## src/rtl/cotm32_pipeline_pkg.sv

```systemverilog
// Shared pipeline-control types for the cotm32 core: PC source select and
// the stall/flush controller state.
package cotm32_pipeline_pkg;

    typedef enum logic [1:0] {
        PC_SEL_SEQ    = 2'd0,
        PC_SEL_BRANCH = 2'd1,
        PC_SEL_TRAP   = 2'd2,
        PC_SEL_MRET   = 2'd3
    } pc_sel_t;

    typedef enum logic {
        ST_RUN   = 1'b0,
        ST_DRAIN = 1'b1
    } pipe_ctrl_state_t;

    localparam int unsigned BCNT_W = 3;

endpackage

```

## src/rtl/pipeline_hazard_detect.sv

```systemverilog
// Load-use comparator: flags an ID instruction that reads the destination of
// a load currently in EX. Purely combinational; shared with forwarding.
module pipeline_hazard_detect #(
    parameter int unsigned REG_ADDR_W = 5
) (
    input  logic                  i_valid,
    input  logic                  i_is_load,
    input  logic [REG_ADDR_W-1:0] i_rd,
    input  logic [REG_ADDR_W-1:0] i_rs1,
    input  logic [REG_ADDR_W-1:0] i_rs2,
    input  logic                  i_uses_rs1,
    input  logic                  i_uses_rs2,
    output logic                  o_load_use
);

    logic rs1_hit;
    logic rs2_hit;

    // x0 is hardwired to zero, so a load targeting it never creates a hazard
    assign rs1_hit    = i_uses_rs1 && (i_rs1 == i_rd);
    assign rs2_hit    = i_uses_rs2 && (i_rs2 == i_rd);
    assign o_load_use = i_valid && i_is_load && (i_rd != '0) && (rs1_hit || rs2_hit);

endmodule

```

## src/rtl/pipeline_ctrl.sv

```systemverilog
// Central stall/flush controller for the 5-stage cotm32 pipeline: load-use,
// branch redirect, LSU/fetch waits and trap/mret redirects from MEM.
module pipeline_ctrl
    import cotm32_pipeline_pkg::*;
#(
    parameter int unsigned REDIRECT_BUBBLES = 1,
    parameter int unsigned REG_ADDR_W       = 5
) (
    input  logic                  i_clk,
    input  logic                  i_rst,
    input  logic [REG_ADDR_W-1:0] i_id_rs1,
    input  logic [REG_ADDR_W-1:0] i_id_rs2,
    input  logic                  i_id_uses_rs1,
    input  logic                  i_id_uses_rs2,
    input  logic                  i_ex_valid,
    input  logic [REG_ADDR_W-1:0] i_ex_rd,
    input  logic                  i_ex_is_load,
    input  logic                  i_ex_branch_taken,
    input  logic                  i_mem_valid,
    input  logic                  i_mem_trap,
    input  logic                  i_mem_mret,
    input  logic                  i_lsu_busy,
    input  logic                  i_if_busy,
    output logic                  o_stall_pc,
    output logic                  o_stall_ifid,
    output logic                  o_stall_idex,
    output logic                  o_stall_exmem,
    output logic                  o_stall_memwb,
    output logic                  o_flush_ifid,
    output logic                  o_flush_idex,
    output logic                  o_flush_exmem,
    output logic                  o_flush_memwb,
    output pc_sel_t               o_pc_sel,
    output logic                  o_trap_ack,
    output logic                  o_mret_ack
);

    pipe_ctrl_state_t    st_q, st_d;
    logic [BCNT_W-1:0]   bcnt_q, bcnt_d;

    logic load_use;
    logic redirect_req;
    logic commit;
    logic stall_pc, stall_ifid, stall_idex, stall_exmem, stall_memwb;

    pipeline_hazard_detect #(
        .REG_ADDR_W (REG_ADDR_W)
    ) u_hazard (
        .i_valid    (i_ex_valid),
        .i_is_load  (i_ex_is_load),
        .i_rd       (i_ex_rd),
        .i_rs1      (i_id_rs1),
        .i_rs2      (i_id_rs2),
        .i_uses_rs1 (i_id_uses_rs1),
        .i_uses_rs2 (i_id_uses_rs2),
        .o_load_use (load_use)
    );

    // A redirect commits in either state as soon as the LSU is free
    assign redirect_req = i_mem_valid && (i_mem_trap || i_mem_mret);
    assign commit       = !i_rst && redirect_req && !i_lsu_busy;

    always_ff @(posedge i_clk) begin
        if (i_rst) begin
            st_q   <= ST_RUN;
            bcnt_q <= '0;
        end else begin
            st_q   <= st_d;
            bcnt_q <= bcnt_d;
        end
    end

    always_comb begin
        st_d   = st_q;
        bcnt_d = bcnt_q;
        if (commit) begin
            st_d   = ST_RUN;
            bcnt_d = BCNT_W'(REDIRECT_BUBBLES);
        end else begin
            case (st_q)
                ST_RUN: begin
                    if (redirect_req && i_lsu_busy) st_d = ST_DRAIN;
                    if (bcnt_q != '0) bcnt_d = bcnt_q - 1'b1;
                end
                ST_DRAIN: begin
                    if (!redirect_req) st_d = ST_RUN;
                end
                default: st_d = ST_RUN;
            endcase
        end
    end

    always_comb begin
        stall_pc      = 1'b0;
        stall_ifid    = 1'b0;
        stall_idex    = 1'b0;
        stall_exmem   = 1'b0;
        stall_memwb   = 1'b0;
        o_flush_ifid  = 1'b0;
        o_flush_idex  = 1'b0;
        o_flush_exmem = 1'b0;
        o_flush_memwb = 1'b0;
        o_pc_sel      = PC_SEL_SEQ;
        o_trap_ack    = 1'b0;
        o_mret_ack    = 1'b0;

        if (i_rst) begin
            o_flush_ifid  = 1'b1;
            o_flush_idex  = 1'b1;
            o_flush_exmem = 1'b1;
            o_flush_memwb = 1'b1;
        end else if (redirect_req && (st_q == ST_DRAIN || st_q == ST_RUN)) begin
            if (i_lsu_busy) begin
                {stall_pc, stall_ifid, stall_idex, stall_exmem, stall_memwb} = '1;
            end else begin
                // Trapping instruction does not retire; trap beats mret
                {o_flush_ifid, o_flush_idex, o_flush_exmem, o_flush_memwb} = '1;
                o_pc_sel   = i_mem_trap ? PC_SEL_TRAP : PC_SEL_MRET;
                o_trap_ack = i_mem_trap;
                o_mret_ack = !i_mem_trap;
            end
        end else if (st_q == ST_RUN) begin
            if (i_lsu_busy) begin
                {stall_pc, stall_ifid, stall_idex, stall_exmem} = '1;
                o_flush_memwb = 1'b1;
            end else if (i_ex_branch_taken && i_ex_valid) begin
                o_flush_ifid = 1'b1;
                o_flush_idex = 1'b1;
                o_pc_sel     = PC_SEL_BRANCH;
            end else if (load_use) begin
                stall_pc     = 1'b1;
                stall_ifid   = 1'b1;
                o_flush_idex = 1'b1;
            end else if (i_if_busy) begin
                stall_pc     = 1'b1;
                o_flush_ifid = 1'b1;
            end
        end

        // Post-redirect bubbles cover the synchronous IMEM read latency
        if (!i_rst && st_q == ST_RUN && bcnt_q != '0) o_flush_ifid = 1'b1;
    end

    assign o_stall_pc    = stall_pc;
    assign o_stall_ifid  = stall_ifid  && !o_flush_ifid;
    assign o_stall_idex  = stall_idex  && !o_flush_idex;
    assign o_stall_exmem = stall_exmem && !o_flush_exmem;
    assign o_stall_memwb = stall_memwb && !o_flush_memwb;

endmodule

```

## config.mk

```make
export PLATFORM = sky130hd
export DESIGN_NAME = pipeline_ctrl
export DESIGN_NICKNAME = d
export VERILOG_FILES = /design/src/rtl/cotm32_pipeline_pkg.sv /design/src/rtl/pipeline_hazard_detect.sv /design/src/rtl/pipeline_ctrl.sv
export SDC_FILE = /design/constraint.sdc
export NUM_CORES = 1
export LEC_CHECK = 0
export CAP_MARGIN = 20
export CORE_AREA = 2 2 44 46
export DETAILED_ROUTE_END_ITERATION = 10
export DIE_AREA = 0 0 46 48
export MAX_ROUTING_LAYER = met4
export PLACE_DENSITY = 0.73
export SLEW_MARGIN = 0
export SYNTH_ARGS = -nofsm -noshare
export SYNTH_HDL_FRONTEND = slang
export SYNTH_SLANG_ARGS = --single-unit
```

## constraint.sdc

```tcl
create_clock -name i_clk -period 1.9 [get_ports i_clk]
set_input_delay 0.19 -clock i_clk [delete_from_list [all_inputs] [get_ports i_clk]]
set_output_delay 0.19 -clock i_clk [all_outputs]
set_load 0.01 [all_outputs]
```

==> out/qor.csv, run 1 <==
metric,value,unit
Clock Root Buffer,clkbuf_4,
CP max stage delay,0.54,ns
antenna diode count,0,
DP Cell Count,139,
vias in the first global route,669,
synthesis-to-layout area growth,102.9,%
NumNets Final,159,
first-pass GRT wire length,2.973,mm
Slew headroom,81.70,%
H-Tree Depth,1,
DR DRC count,0,
Worst EP arrival,1.65,ns
row count,15,
M1 WL,824,um
RSZ-0062 raised after global routing,no,
share of cells above drive strength 1,34.38,%
critical path cell sequence,dlygate4sd2_1 > or4_4 > o211ai_2 > buf_4 > or3_4 > o31a_1 > buf_2,
leakage power total,0.0005266,uW
fmax,0.5437,GHz
Syn Nets,98,
CTS tree,yes,
post-route ant nets,0,
Synth async-reset ratio,0,%
# fillers,154,
largest net degree at the start of global routing,13,
Peak VDD IR,0.0005942,V
critical path endpoint category,primary output,
IO Pins,40,
"critical path fanouts, max",3,
DRT Wirelength,1.935,mm
Worst-Skew Late Latency,0.24,ns
Main synth FF type,dfxtp_1,
crit path launch type,input pin,
max_cap viols,0,
Netlist cell types,36,
Mapped Area,561.8,um^2
FF-to-FF Start,bcnt_q[0]$_SDFFE_PP0P_,
Hold Path End,st_q$_SDFF_PP0_,
synthesized flop and latch total,4,
register area share after synthesis,14.25,%
GR Overflow Total,0,
met3 WL post-DR,90,um
CP max-delay cell,or4_4,
Slew Limit Fails,0,
post-DP HPWL,1.476,mm
initial DRC count,12,
FF/Latch Area,80.08,um^2
WHS Path Cells,4,
Power Dens Cells,631.4,nW/um^2
cells after synthesis,69,
final setup fails,0,
CTS sink cnt,4,
routed len/inst,13.34,um
CTS Buf Count,3,
Util after Layout,67.48,%
"non-filler cells, final",145,
status,"complete, no violations",
initial antenna violation count,0,
synth warn,0,
FF-to-FF End,bcnt_q[0]$_SDFFE_PP0P_,
CP Data Required Time,1.71,ns
R2R cell count,6,
final period utilization,96.79,%
# port buffers,39,
r2r setup slk,0.66,ns
max layer used,met4,
"commonest non-fill, non-tap cells in the layout","buf_4 (18), dlygate4sd2_1 (15), clkdlybuf4s50_1 (13)",
Initial Util,33.26,%
Final Hold Viols,0,
Overall Global Routing Usage,19.58,%
"Reg clk slew, reported paths",0.03,ns
total number of vias,717,
Core Region,1689,um^2
Multi-input gate area,494.2,um^2
worst-margin pin slew,0.2723,ns
Routability Congestion,0.8668,
Hold Crit Class,input pin to flip-flop,
Vias per Instance,4.945,
hold_buf cts,0,
chip width,46,um
number of synthesized flops with an enable pin,0,
Vert. Die Dim,48,um
Hold Crit Start,i_mem_mret,
"commonest non-fill, non-tap cell in the layout",buf_4,
Max Clock Skew,0.01032,ns
Setup Crit Path Kind,input pin to primary output,
drt pass-1 iters,4,
Die ar.,2208,um^2
Mean Syn Cell Area,8.142,um^2
CTS max path bufs,2,
Met2 Wirelength,998,um
crit path time final,1.839,ns
==> flip-flops by register name, indices dropped and copies added (netlist names) <==
register and flops:
bcnt_q 3, st_q 1
==> cell usage after synthesis (2+ instances only) <==
master / number / share of area, %
and2_1: 2 / 2.2
ha_1: 2 / 4.5
a21o_1: 2 / 2.7
nor2_1: 6 / 4.0
nand2b_1: 2 / 2.2
xnor2_1: 3 / 4.7
nor3_1: 4 / 3.6
nor4_1: 3 / 3.3
dfxtp_1: 4 / 14
xor2_1: 8 / 12
a21oi_1: 5 / 4.5
inv_1: 3 / 2.0
or3_1: 2 / 2.2
==> power breakdown <==
| group | switching, uW | leakage (uW) | internal (uW) |
|---|---|---|---|
| Sequential | 13.5 | 0.0000330 | 115 |
| Clock | 38.8 | 0.0000138 | 70.9 |
| Combinational | 217 | 0.000480 | 264 |
==> worst max-delay path by stage <==
stage	startpoint	to	slack, ns	cells past startpoint
2_1_floorplan	bcnt_q[0]$_SDFFE_PP0P_	o_stall_ifid	0.41	5
3_3_place_gp	i_ex_rd[3]	o_stall_pc	-0.50	6
3_5_place_dp	i_ex_rd[3]	o_stall_pc	-0.51	6
4_1_cts	i_id_rs2[1]	o_flush_idex	0.0006	7
5_1_grt	i_ex_rd[0]	o_flush_ifid	0.0004	7
6_report	i_ex_rd[0]	o_flush_ifid	0.06	7
==> routing by layer <==
| metal | GRT usage (%) | vias to the layer above |
|---|---|---|
| met5 | - | - |
| met4 | 2.286 | 0 |
| met3 | 6.038 | 2 |
| met2 | 34.44 | 21 |
| met1 | 22.39 | 325 |
| li1 | - | 369 |
==> cell type report <==
type | instances | share of cell area, %
repair buffers | 59 | 44.46
well taps | 17 | 1.866
flip-flops and latches | 4 | 7.025
multi-input cells | 58 | 43.36
clock buffers | 3 | 1.976
inverters | 4 | 1.317
==> per-stage QoR <==
step                      power [uW]  cell area, um^2  TNS, ns  setup WS (ns)  hold WS, ns
after global routing           782.0             1140        0      0.0004046       0.4762
after detailed placement       615.9             1079   -2.587        -0.5150       0.4969
after CTS                      716.4             1120        0      0.0006376       0.5024
after global placement         609.6             1079   -2.486        -0.5040       0.4856
after floorplan                384.0            561.8        0         0.4096       0.2911
final                          719.7             1140        0        0.06090       0.4548
==> critical path, delay by kind of cell <==
kind,cells,cell delay [ns]
and+or+nand+nor,2,0.65
buffers and inverters,3,0.51
AOI/OAI and AO/OA,2,0.28
==> logic make-up (layout without fill, tap and decap cells) <==
family | count (synthesis) | count (layout) | synth area share [%]
AND/OR/NAND/NOR | 24 | 24 | 24.50
adder cells (fa/ha/maj) | 2 | 2 | 4.454
AO/OA/AOI/OAI | 21 | 21 | 32.96
flip-flops | 4 | 4 | 14.25
XOR/XNOR | 11 | 11 | 17.15
buffers and inverters | 7 | 66 | 6.680
==> repair_timing <==
action / 4_1_cts / 5_1_grt
pin swaps: 6 / 4
gates resized for setup: 39 / 14
setup endpoints to repair: 12 / 4
endpoints found under the hold margin: 0 / 0
setup buffers: 3 / 0
Note: power is estimated with default switching activity, not from simulation.
==> inputs of run 2 (changes only) <==
Settings changed: REMOVE_ABC_BUFFERS set to 1.
==> out/qor.csv, run 2 (synthesized netlist as in run 1, its figures left out) <==
metric,value,unit
CP Data Required Time,1.71,ns
Flop pwr share,17.7,%
Max Clock Skew,0.0001556,ns
worst-margin pin slew,0.2941,ns
Largest Register,bcnt_q,
DR DRC count,0,
"Reg clk slew, reported paths",0.03,ns
CTS max path bufs,2,
critical path cell sequence,clkdlybuf4s50_1 > o211ai_2 > or3_4 > buf_4 > o31ai_4 > buf_2,
"commonest non-fill, non-tap cell in the layout",buf_4,
CP Depth,6,
R2R cell count,6,
routed len/inst,13.50,um
Vias per Instance,4.932,
Top delay family on crit path,buffers and inverters,
DRT Wirelength,1.984,mm
Vert. Die Dim,48,um
Slew headroom,80.23,%
share of cells above drive strength 1,37.69,%
Clock Root Buffer,clkbuf_4,
Die ar.,2208,um^2
leakage power total,0.0005547,uW
chip width,46,um
max_cap viols,0,
post-route ant nets,0,
CP max-delay cell,clkdlybuf4s50_1,
Hold Crit Class,input pin to flip-flop,
r2r setup slk,0.74,ns
Slew Limit Fails,0,
Initial Util,33.26,%
H-Tree Depth,1,
Final Hold Viols,0,
combinational share of power,68.9,%
"commonest non-fill, non-tap cells in the layout","buf_4 (20), dlygate4sd2_1 (14), clkdlybuf4s50_1 (12)",
Largest regs,"bcnt_q (3), st_q (1)",
IO Pins,40,
RSZ-0062 raised after global routing,yes,
Peak VDD IR,0.0005337,V
Worst-Skew Late Latency,0.23,ns
Sw Share,37.04,%
synthesis-to-layout area growth,108.7,%
Total Power,752.6,uW
vias in the first global route,706,
CP startpoint,i_ex_is_load,
Critical path buffers and inverters,3,
FF-to-FF End,bcnt_q[1]$_SDFFE_PP0P_,
M1 WL,927,um
largest net degree at the start of global routing,13,
CTS Buf Count,3,
antenna diode count,0,
crit path time final,1.858,ns
Setup Crit Path Kind,input pin to primary output,
Core Region,1689,um^2
FF-to-FF Start,bcnt_q[1]$_SDFFE_PP0P_,
CP max stage delay,0.48,ns
initial antenna violation count,0,
CTS tree,yes,
row count,15,
crit path launch type,input pin,
Routability Congestion,0.8118,
status,"complete, no violations",
"critical path fanouts, max",2,
Clock power frac,13.4,%
setup_tns,0,ns
met3 WL post-DR,66,um
# port buffers,39,
post-DP HPWL,1.540,mm
Overall Global Routing Usage,20.59,%
first-pass GRT wire length,3.153,mm
fmax,0.5381,GHz
final period utilization,97.80,%
max FFs per register,3,
P_int,473.8,uW
switching pwr,278.8,uW
GR Overflow Total,0,
hold_buf cts,0,
NumNets Final,161,
CTS sink cnt,4,
max layer used,met4,
total number of vias,725,
Worst EP arrival,1.67,ns
Power Dens Cells,641.9,nW/um^2
critical path endpoint category,primary output,
Met2 Wirelength,974,um
initial DRC count,9,
CP Capture Point,o_stall_ifid,
drt pass-1 iters,4,
final setup fails,0,
-- run 2: power groups by stage --
| stage | registers, uW | logic, uW | clock network (uW) |
|---|---|---|---|
| 5_1_grt | 136 | 566 | 113 |
| 4_1_cts | 132 | 514 | 107 |
| 2_1_floorplan | 131 | 247 | 0 |
| 3_5_place_dp | 131 | 491 | 0 |
| 6_report | 133 | 518 | 101 |
| 3_3_place_gp | 129 | 481 | 0 |
-- run 2: cell type report --
type                    instances  area (um^2)
clock buffers                   3        22.52
fillers                       140        516.7
inverters                       4        15.01
multi-input cells              58        510.5
flip-flops and latches          4        80.08
well taps                      17        21.27
repair buffers                 61        523.0
-- run 2: worst min-delay path by stage --
| stage | start | to | slack [ns] | depth (start not counted) |
|---|---|---|---|---|
| finish | i_rst | bcnt_q[0]$_SDFFE_PP0P_ | 0.33 | 3 |
| global route | i_rst | bcnt_q[0]$_SDFFE_PP0P_ | 0.36 | 3 |
| CTS | bcnt_q[1]$_SDFFE_PP0P_ | bcnt_q[1]$_SDFFE_PP0P_ | 0.51 | 2 |
| detailed placement | bcnt_q[1]$_SDFFE_PP0P_ | bcnt_q[1]$_SDFFE_PP0P_ | 0.49 | 2 |
| global placement | bcnt_q[1]$_SDFFE_PP0P_ | bcnt_q[1]$_SDFFE_PP0P_ | 0.49 | 2 |
| floorplan | i_rst | bcnt_q[0]$_SDFFE_PP0P_ | 0.29 | 1 |
-- run 2: routing by layer --
metal / track usage, % / up-vias
li1: - / 374
met1: 27.15 / 326
met2: 33.61 / 23
met3: 4.151 / 2
met4: 1.714 / 0
met5: - / -
-- run 2: stage by stage --
stage / cell area (um^2) / setup slack, ns / utilization, % / hold slack [ns] / instances
CTS: 1160 / 0.0004018 / 68.67 / 0.5089 / 147
floorplan: 539.3 / 0.4005 / - / 0.2911 / 66
global placement: 1094 / -0.4869 / 64.74 / 0.4853 / 141
finish: 1172 / 0.04172 / 69.41 / 0.3308 / 147
global route: 1172 / -0.006377 / 69.41 / 0.3632 / 147
detailed placement: 1094 / -0.5893 / 64.74 / 0.4921 / 141
-- run 2: worst register-to-register path, stage by stage (launching register included) --
cell and delay, ns:
dfxtp_1 0.33, inv_2 0.06, ha_4 0.16, a21oi_4 0.14, buf_4 0.16, nor2_1 0.04, a211oi_1 0.19
-- run 2: timing repair --
item                                   CTS  global route
setup buffers                            3             0
endpoints found under the hold margin    0             0
resized for setup                       45            15
setup endpoints to repair               12             5
pin swaps                               11             3
